File: src/rtl/cr_rbus_master_pkg.sv
// Shared types for the rbus ring initiator: ring transaction struct, FSM states, response record.
// Ring widths mirror the global N_RBUS_* defaults so the struct stays a fixed packed type.
package cr_rbus_master_pkg;

    localparam int unsigned RbusAddrBits      = 16;
    localparam int unsigned RbusDataBits      = 32;
    localparam int unsigned TimeoutCyclesDflt = 1024;
    localparam int unsigned TimeoutCntW       = $clog2(TimeoutCyclesDflt);

    typedef struct packed {
        logic [RbusAddrBits-1:0] addr;
        logic                    wr_strb;
        logic                    rd_strb;
        logic [RbusDataBits-1:0] wr_data;
        logic [RbusDataBits-1:0] rd_data;
        logic                    ack;
        logic                    err_ack;
    } rbus_ring_t;

    typedef enum logic [1:0] {
        StIdle,
        StIssue,
        StWait,
        StResp
    } state_e;

    typedef struct packed {
        logic [RbusDataBits-1:0] rdata;
        logic                    err;
        logic                    timeout;
    } rsp_t;

    // A one-cycle timeout still needs a 1-bit counter.
    function automatic int unsigned cnt_width(input int unsigned cycles);
        return (cycles > 1) ? $clog2(cycles) : 1;
    endfunction

endpackage

File: src/rtl/cr_rbus_master.sv
// Register-bus ring initiator: launches one host request onto the ring, waits for the
// returning ack/err_ack (or times out) and presents a registered response.
module cr_rbus_master
    import cr_rbus_master_pkg::*;
#(
    parameter int unsigned N_RBUS_ADDR_BITS = RbusAddrBits,
    parameter int unsigned N_RBUS_DATA_BITS = RbusDataBits,
    parameter int unsigned TIMEOUT_CYCLES   = TimeoutCyclesDflt
) (
    input  logic                        clk,
    input  logic                        rst_n,
    input  logic                        req_valid,
    output logic                        req_ready,
    input  logic                        req_wr,
    input  logic [N_RBUS_ADDR_BITS-1:0] req_addr,
    input  logic [N_RBUS_DATA_BITS-1:0] req_wdata,
    output logic                        rsp_valid,
    input  logic                        rsp_ready,
    output logic [N_RBUS_DATA_BITS-1:0] rsp_rdata,
    output logic                        rsp_err,
    output logic                        rsp_timeout,
    output rbus_ring_t                  rbus_ring_o,
    input  rbus_ring_t                  rbus_ring_i,
    output logic [7:0]                  stale_ack_cnt
);

    localparam int unsigned     CntW    = cnt_width(TIMEOUT_CYCLES);
    localparam logic [CntW-1:0] CntLast = CntW'(TIMEOUT_CYCLES - 1);

    state_e                      state_q;
    logic                        wr_q;
    logic [N_RBUS_ADDR_BITS-1:0] addr_q;
    logic [N_RBUS_DATA_BITS-1:0] wdata_q;
    logic                        wr_strb_q;
    logic                        rd_strb_q;
    logic                        req_ready_q;
    logic                        rsp_valid_q;
    rsp_t                        rsp_q;
    logic [CntW-1:0]             cnt_q;
    logic [7:0]                  stale_q;
    logic [7:0]                  stale_d;
    logic                        any_ack;

    assign any_ack = rbus_ring_i.ack | rbus_ring_i.err_ack;

    // Acks outside WAIT belong to no live transaction (late, or from before a reset).
    always_comb begin
        stale_d = stale_q;
        if (any_ack && (state_q != StWait) && (stale_q != 8'hFF)) begin
            stale_d = stale_q + 8'd1;
        end
    end

    always_ff @(posedge clk or negedge rst_n) begin
        if (!rst_n) begin
            state_q     <= StIdle;
            wr_q        <= 1'b0;
            addr_q      <= '0;
            wdata_q     <= '0;
            wr_strb_q   <= 1'b0;
            rd_strb_q   <= 1'b0;
            req_ready_q <= 1'b1;
            rsp_valid_q <= 1'b0;
            rsp_q       <= '0;
            cnt_q       <= '0;
            stale_q     <= '0;
        end else begin
            stale_q   <= stale_d;
            wr_strb_q <= 1'b0;
            rd_strb_q <= 1'b0;
            unique case (state_q)
                StIdle: begin
                    if (req_valid) begin
                        wr_q        <= req_wr;
                        addr_q      <= req_addr;
                        wdata_q     <= req_wdata;
                        wr_strb_q   <= req_wr;
                        rd_strb_q   <= ~req_wr;
                        req_ready_q <= 1'b0;
                        state_q     <= StIssue;
                    end
                end
                StIssue: begin
                    cnt_q   <= '0;
                    state_q <= StWait;
                end
                StWait: begin
                    if (rbus_ring_i.err_ack) begin
                        rsp_q       <= '{rdata: '0, err: 1'b1, timeout: 1'b0};
                        rsp_valid_q <= 1'b1;
                        state_q     <= StResp;
                    end else if (rbus_ring_i.ack) begin
                        rsp_q.rdata   <= wr_q ? '0 : rbus_ring_i.rd_data;
                        rsp_q.err     <= 1'b0;
                        rsp_q.timeout <= 1'b0;
                        rsp_valid_q   <= 1'b1;
                        state_q       <= StResp;
                    end else if (cnt_q == CntLast) begin
                        rsp_q       <= '{rdata: '0, err: 1'b0, timeout: 1'b1};
                        rsp_valid_q <= 1'b1;
                        state_q     <= StResp;
                    end else begin
                        cnt_q <= cnt_q + 1'b1;
                    end
                end
                StResp: begin
                    if (rsp_ready) begin
                        rsp_valid_q <= 1'b0;
                        req_ready_q <= 1'b1;
                        state_q     <= StIdle;
                    end
                end
                default: state_q <= StIdle;
            endcase
        end
    end

    // The master terminates the ring: return-path fields are never driven outward.
    always_comb begin
        rbus_ring_o         = '0;
        rbus_ring_o.addr    = addr_q;
        rbus_ring_o.wr_data = wdata_q;
        rbus_ring_o.wr_strb = wr_strb_q;
        rbus_ring_o.rd_strb = rd_strb_q;
    end

    assign req_ready     = req_ready_q;
    assign rsp_valid     = rsp_valid_q;
    assign rsp_rdata     = rsp_q.rdata;
    assign rsp_err       = rsp_q.err;
    assign rsp_timeout   = rsp_q.timeout;
    assign stale_ack_cnt = stale_q;

    logic unused_ring_in;
    assign unused_ring_in = ^{rbus_ring_i.addr, rbus_ring_i.wr_strb, rbus_ring_i.rd_strb,
                              rbus_ring_i.wr_data};

endmodule
File: config.mk
export PLATFORM = sky130hd
export DESIGN_NAME = cr_rbus_master
export DESIGN_NICKNAME = d
export VERILOG_FILES = /design/src/rtl/cr_rbus_master_pkg.sv /design/src/rtl/cr_rbus_master.sv
export SDC_FILE = /design/constraint.sdc
export NUM_CORES = 1
export LEC_CHECK = 0
export BUFFER_PORTS_ARGS = -buffer_cell sky130_fd_sc_hd__buf_4
export CORE_MARGIN = 8
export CORE_UTILIZATION = 28
export CTS_CLUSTER_DIAMETER = 80
export DETAILED_ROUTE_END_ITERATION = 6
export GPL_TIMING_DRIVEN = 0
export SLEW_MARGIN = 15
export SYNTH_ARGS = -nofsm -noshare
export SYNTH_HDL_FRONTEND = slang
export SYNTH_SLANG_ARGS = --single-unit
File: constraint.sdc
create_clock -name clk -period 2.2 [get_ports clk]
set_input_delay 0.55 -clock clk [delete_from_list [all_inputs] [get_ports clk]]
set_output_delay 0.55 -clock clk [all_outputs]
set_load 0.05 [all_outputs]
Word-level counts from Yosys, hierarchy flattened --
Index checks and enable logic that the tools add are counted.
Cells by class: add/sub/neg operators 2, equal/unequal tests 12, muxes and demuxes 26, bitwise operators 2, reduce and logical (&&, ||, !) cells 13
Operator list (number):
- 34-bit two-way mux | 3
- 32-bit two-way mux | 1
- 10-bit two-way mux | 3
- 10-bit case mux with 2 select lines | 1
- 2-bit != test, second input constant | 6
- 10-bit by 1-bit adder with 10-bit output, second input constant | 1
- 10-bit equality test, second input constant | 1
- 1-bit two-way mux | 10
- 2-bit two-way mux | 5
- 3-bit AND reduction | 3
- 8-bit by 1-bit adder with 8-bit output, second input constant | 1
- 8-bit != test, second input constant | 1
- 2-bit case mux with 4 select lines | 1
- 2-bit nonzero test | 3
- 2-bit equality test, second input constant | 2
- 4-bit != test, second input constant | 1
- 1-bit case mux with 2 select lines | 2
- 2-bit AND reduction | 2
- 4-bit AND reduction | 1
- 3-bit nonzero test | 1
- 2-bit by 1-bit equality test with 1-bit output, second input constant | 1
- 1-bit logical AND | 2
- 2-bit zero test | 1
- 1-bit NOT | 1
- 1-bit OR | 1
Storage, ports and cells: flip-flop bits (word level) 107, bits of input ports 137, output and inout bits 128, logic and storage cells 68

Logic depth before layout (Yosys ltp) --
depth in word-level cells 5, mapped depth 7, depth with buffers taken out 6

Worst setup path after synthesis --
Ideal clock, no wire load.
path kind register to register, start point reg stale_q[0] (netlist: stale_ack_cnt[0]), end point reg stale_q[5] (netlist: stale_ack_cnt[5]), setup time 82 ps, arrival time 1784 ps, data required time 2118 ps, slack 334 ps, cell stages (with the launch flop) 7, buffers on the path 1, clock period less this slack 1866 ps, cells stage by stage dfrtp_1 -> ha_1 -> and2_1 -> a311o_1 -> buf_2 -> nor3_2 -> xor2_1
On the way: cells in the longest elaborated chain, start to end 2, elaborated cells on any way between the ends 3, classes of those cells add/sub (1); eq/ne (1); reduce/logical (1)
RTL lines:
- start: declaration | line cr_rbus_master.sv:40 | logic [7:0] stale_q;
- start signal: assignment | line cr_rbus_master.sv:68 | stale_q <= stale_d;
- parallel branches: the longest is 2 deep, another holds 8-bit by 1-bit adder with 8-bit output
Several ways; the timed one is not identified. A chain may end at the register's enable or synchronous reset.

Worst setup path after layout --
start point reg state_q[0], end point reg addr_q[3]
On the way: cells in the longest elaborated chain, start to end 2
RTL lines:
- start: declaration | line cr_rbus_master.sv:30 | state_e state_q;
- start signal: assignment | line cr_rbus_master.sv:56 | state_q <= StIdle;
- start signal: assignment | line cr_rbus_master.sv:80 | state_q <= StIssue;
- start signal: assignment | line cr_rbus_master.sv:85 | state_q <= StWait;
- 2-bit zero test | line cr_rbus_master.sv:71 | unique case (state_q)
- 2-bit AND reduction (no line)
- end signal: assignment | line cr_rbus_master.sv:75 | addr_q <= req_addr;
- end: declaration | line cr_rbus_master.sv:32 | logic [N_RBUS_ADDR_BITS-1:0] addr_q;
Every way passes these cells.

==> metrics list <==
* Run status: finished, final reports clean
- between 200 and 300 I/O pins were placed.
- Once detail routing completed, the nets flagged for antenna violations numbered 0.
* Achievable frequency: 0.500 GHz
- Worst-Margin Slew: 1060 ps
- Wire length of the first global-routing pass: 20.5 mm
- In this run the cell area of the synthesized design comes to approximately 4900 um2.
- Clock tree synthesis inserted a total of 9 buffers.
- Of all nets on the critical path, the largest fanout is 10.
- STA puts the critical path data arrival time at 2220 ps.
- The share of the Yosys chip area taken by registers is a little over half.
* Smallest hold slack: about 280 ps
* Routability congestion estimate: 0.793
- Floorplan die area: 21900 um2
- The pre-antenna-repair detailed-routing pass consisted of 4 iterations.
- CTS Hold Bufs: 0
* Required time of the critical path: about 2400 ps
- Across the run, the number of max-cap violations was 0.
* Later-pin clock latency in the skew report: about 340 ps
* Fin Clk Skew: about 8.4 ps
- The number of antenna violations at the first check in global routing came to 0.
* Setup Total Neg Slack: 0 ps
* Flip-flop cell with the highest count after synthesis: sky130_fd_sc_hd__dfrtp_1
- Final routed DRC violation total: 0
- For this design the static power due to leakage is roughly 3.5 nW.
* PD cells: ~1700 nW/um2
- Slew margin rel.: roughly 30%
- The clock passes through at most 2 buffers.
- Final period utilization: between 90% and 100%
- Post-synthesis average cell area: approximately 12 um2
- Wirelength, routed: 13.1 mm
- Number of unique standard cell types used by synthesis: a little under 50
- The worst setup path is captured at a flop.
* Quantity of gates resized following cts: 0
- Largest net degree at the start of global routing: 108
- Max-slew violation total from the final report: 0
- The core region is 17200 um2.
- The routed layout has 3600 vias.
- Synthesis warning total: 0
- Setup violations, final: 0
* Number of storage elements in the synthesis netlist: between 100 and 150
- Clock input transition at the sequential cells of the worst setup and hold paths: roughly 70 ps
* Cell Count, Final, Fillers Out: 859
* Clk sinks: around 110
* Util after Layout: 40.3%
- For this run, the post-layout net count is between 700 and 800.
* CTS H-tree lvls: 3
* Post-CTS Setup Bufs: 0
- Power Total: around 12 mW
* RSZ-0062 raised after global routing: no
- Die boundary width: between 100 and 150 um
* Class of the worst hold path: input port to async pin
- In this run the vertical extent of the chip is ~150 um.
- Worst setup path class: flop to flop
- Buffers on Ports: between 150 and 200
* Placed cell count: about 840
* Number of standard cells after synthesis: around 410
- Share of flip-flops with an asynchronous set or reset after synthesis: 100%
- Time the final worst path needs with I/O delays and setup: roughly 2000 ps
- Avg WL per Cell: ~15 um
- Clock Tree Root: sky130_fd_sc_hd__clkbuf_16
- Number of enable-type register cells in the synthesized netlist: 0
* Initial core utilization: between 20 and 30%
* Share of post-route cells with drive strength above 1: 46.5%
* Core Rows: 48
- HPWL after detailed placement: approximately 10 mm
* All-layer global routing usage: 11.8%
* Drt first-iter violations: 170
* Area added between synthesis and finish: 42.0%
- Hold Vio Cnt, Final: 0
- CTS tree: built
* Sort of element at the start of the critical path: flop
- The number of global-route vias before repair is 3884.
- Aggregate global routing overflow: 0
* Vias per Instance: about 4.2
- 0 antenna diodes ended up in the layout.
- IR analysis of the VDD net gives a maximum drop of around 0.0008 V.
[final timing paths]
check,from,slack (ps),end,cells past startpoint
worst max register to register,state_q[0]$_DFFE_PN0P_,200,addr_q[3]$_DFFE_PN0P_,5
max in group asynchronous,rst_n,1130,cnt_q[0]$_DFFE_PN0P_,1
worst max-delay path,state_q[0]$_DFFE_PN0P_,200,addr_q[3]$_DFFE_PN0P_,5
worst min-delay path,rst_n,280,cnt_q[1]$_DFFE_PN0P_,1
min in group clk,req_wr,370,rd_strb_q$_DFF_PN0_,2
worst min register to register,wdata_q[31]$_DFFE_PN0P_,510,wdata_q[31]$_DFFE_PN0P_,1
[layer usage]
| metal | track usage, % | part of all wire (%) | up-vias |
|---|---|---|---|
| li1 | - | - | 1721 |
| met1 | 12.5 | 39 | 1742 |
| met2 | 20.8 | 52 | 114 |
| met3 | 3.97 | 7.2 | 23 |
| met4 | 5.46 | 2.4 | 0 |
| met5 | 0 | 0 | - |
[critical path, cell delays in order (launching register included)]
cell	delay [ps]
sky130_fd_sc_hd__dfrtp_1	390
sky130_fd_sc_hd__inv_1	90
sky130_fd_sc_hd__ha_1	240
sky130_fd_sc_hd__nand2_1	230
sky130_fd_sc_hd__buf_1	520
sky130_fd_sc_hd__mux2_2	410
[power breakdown]
| part | internal, mW | leakage [nW] | total (mW) | switching, mW |
|---|---|---|---|---|
| logic | 2.16 | 2.06 | 6.62 | 4.46 |
| clock network | 0.915 | 0.141 | 1.60 | 0.688 |
| registers | 2.86 | 1.34 | 3.41 | 0.553 |
[layout by cell type, fill, tap and decap left out, types with 7 or more instances in the layout]
cell                        Yosys  final
sky130_fd_sc_hd__buf_4         36    215
sky130_fd_sc_hd__clkbuf_1       3      7
sky130_fd_sc_hd__clkbuf_16      0      9
sky130_fd_sc_hd__conb_1         1     34
sky130_fd_sc_hd__dfrtp_1      106    106
sky130_fd_sc_hd__inv_1         39     39
sky130_fd_sc_hd__mux2_2        49     49
sky130_fd_sc_hd__mux2i_1       36     36
sky130_fd_sc_hd__nand2_1       45     45
sky130_fd_sc_hd__nand3_1        7      7
sky130_fd_sc_hd__nor2_1         7      7
[layout make-up]
type / instances / area [um2]
clock buffer: 14 / 254
fill: 1697 / 10200
inverter: 39 / 146
multi-input combinational: 241 / 1820
sequential: 107 / 2680
timing repair buffer: 180 / 1360
clock inverter: 2 / 35.0
buffer: 51 / 360
tap: 225 / 282
[flip-flops by register name (all words and copies together), names as in the netlist]
signal,count
cnt_q,10
rsp_rdata,32
rd_strb_q,1
stale_ack_cnt,8
state_q,2
rsp_err,1
rsp_valid,1
wr_strb_q,1
wdata_q,32
req_ready,1
addr_q,16
wr_q,1
rsp_timeout,1
[kinds of logic after synthesis]
kind of cell	share of synthesized area (%)
multiplexers	18.9
adder cells (fa/ha/maj)	1.54
AND/OR/NAND/NOR	8.77
other	0.0768
XOR/XNOR	1.26
buffers and inverters	10.4
flip-flops	54.9
AO/OA/AOI/OAI	4.15
[cell usage after synthesis (all sizes together), types with 2 or more instances]
cell type	count	area, um2
dfrtp	106	2650
mux2	50	563
buf	48	349
nand2	46	180
inv	39	146
mux2i	36	360
nand3	11	75.1
nor2	8	37.5
a21oi	6	30.0
ha	6	75.1
xor2	6	52.6
and3	3	18.8
clkbuf	3	11.3
nand2b	3	18.8
nand4	3	18.8
nor3	3	25.0
o31ai	3	36.3
o211ai	2	15.0
o21ai	2	10.0
o311ai	2	35.0
[per-stage QoR]
step | instance area, um2 | setup WS (ps)
finish | 6930 | 201
global route | 6930 | 26.1
CTS | 6930 | 127
detailed placement | 6640 | 126
global placement | 6640 | 131
floorplan | 5000 | 334
(Power assumes the default switching activity.)
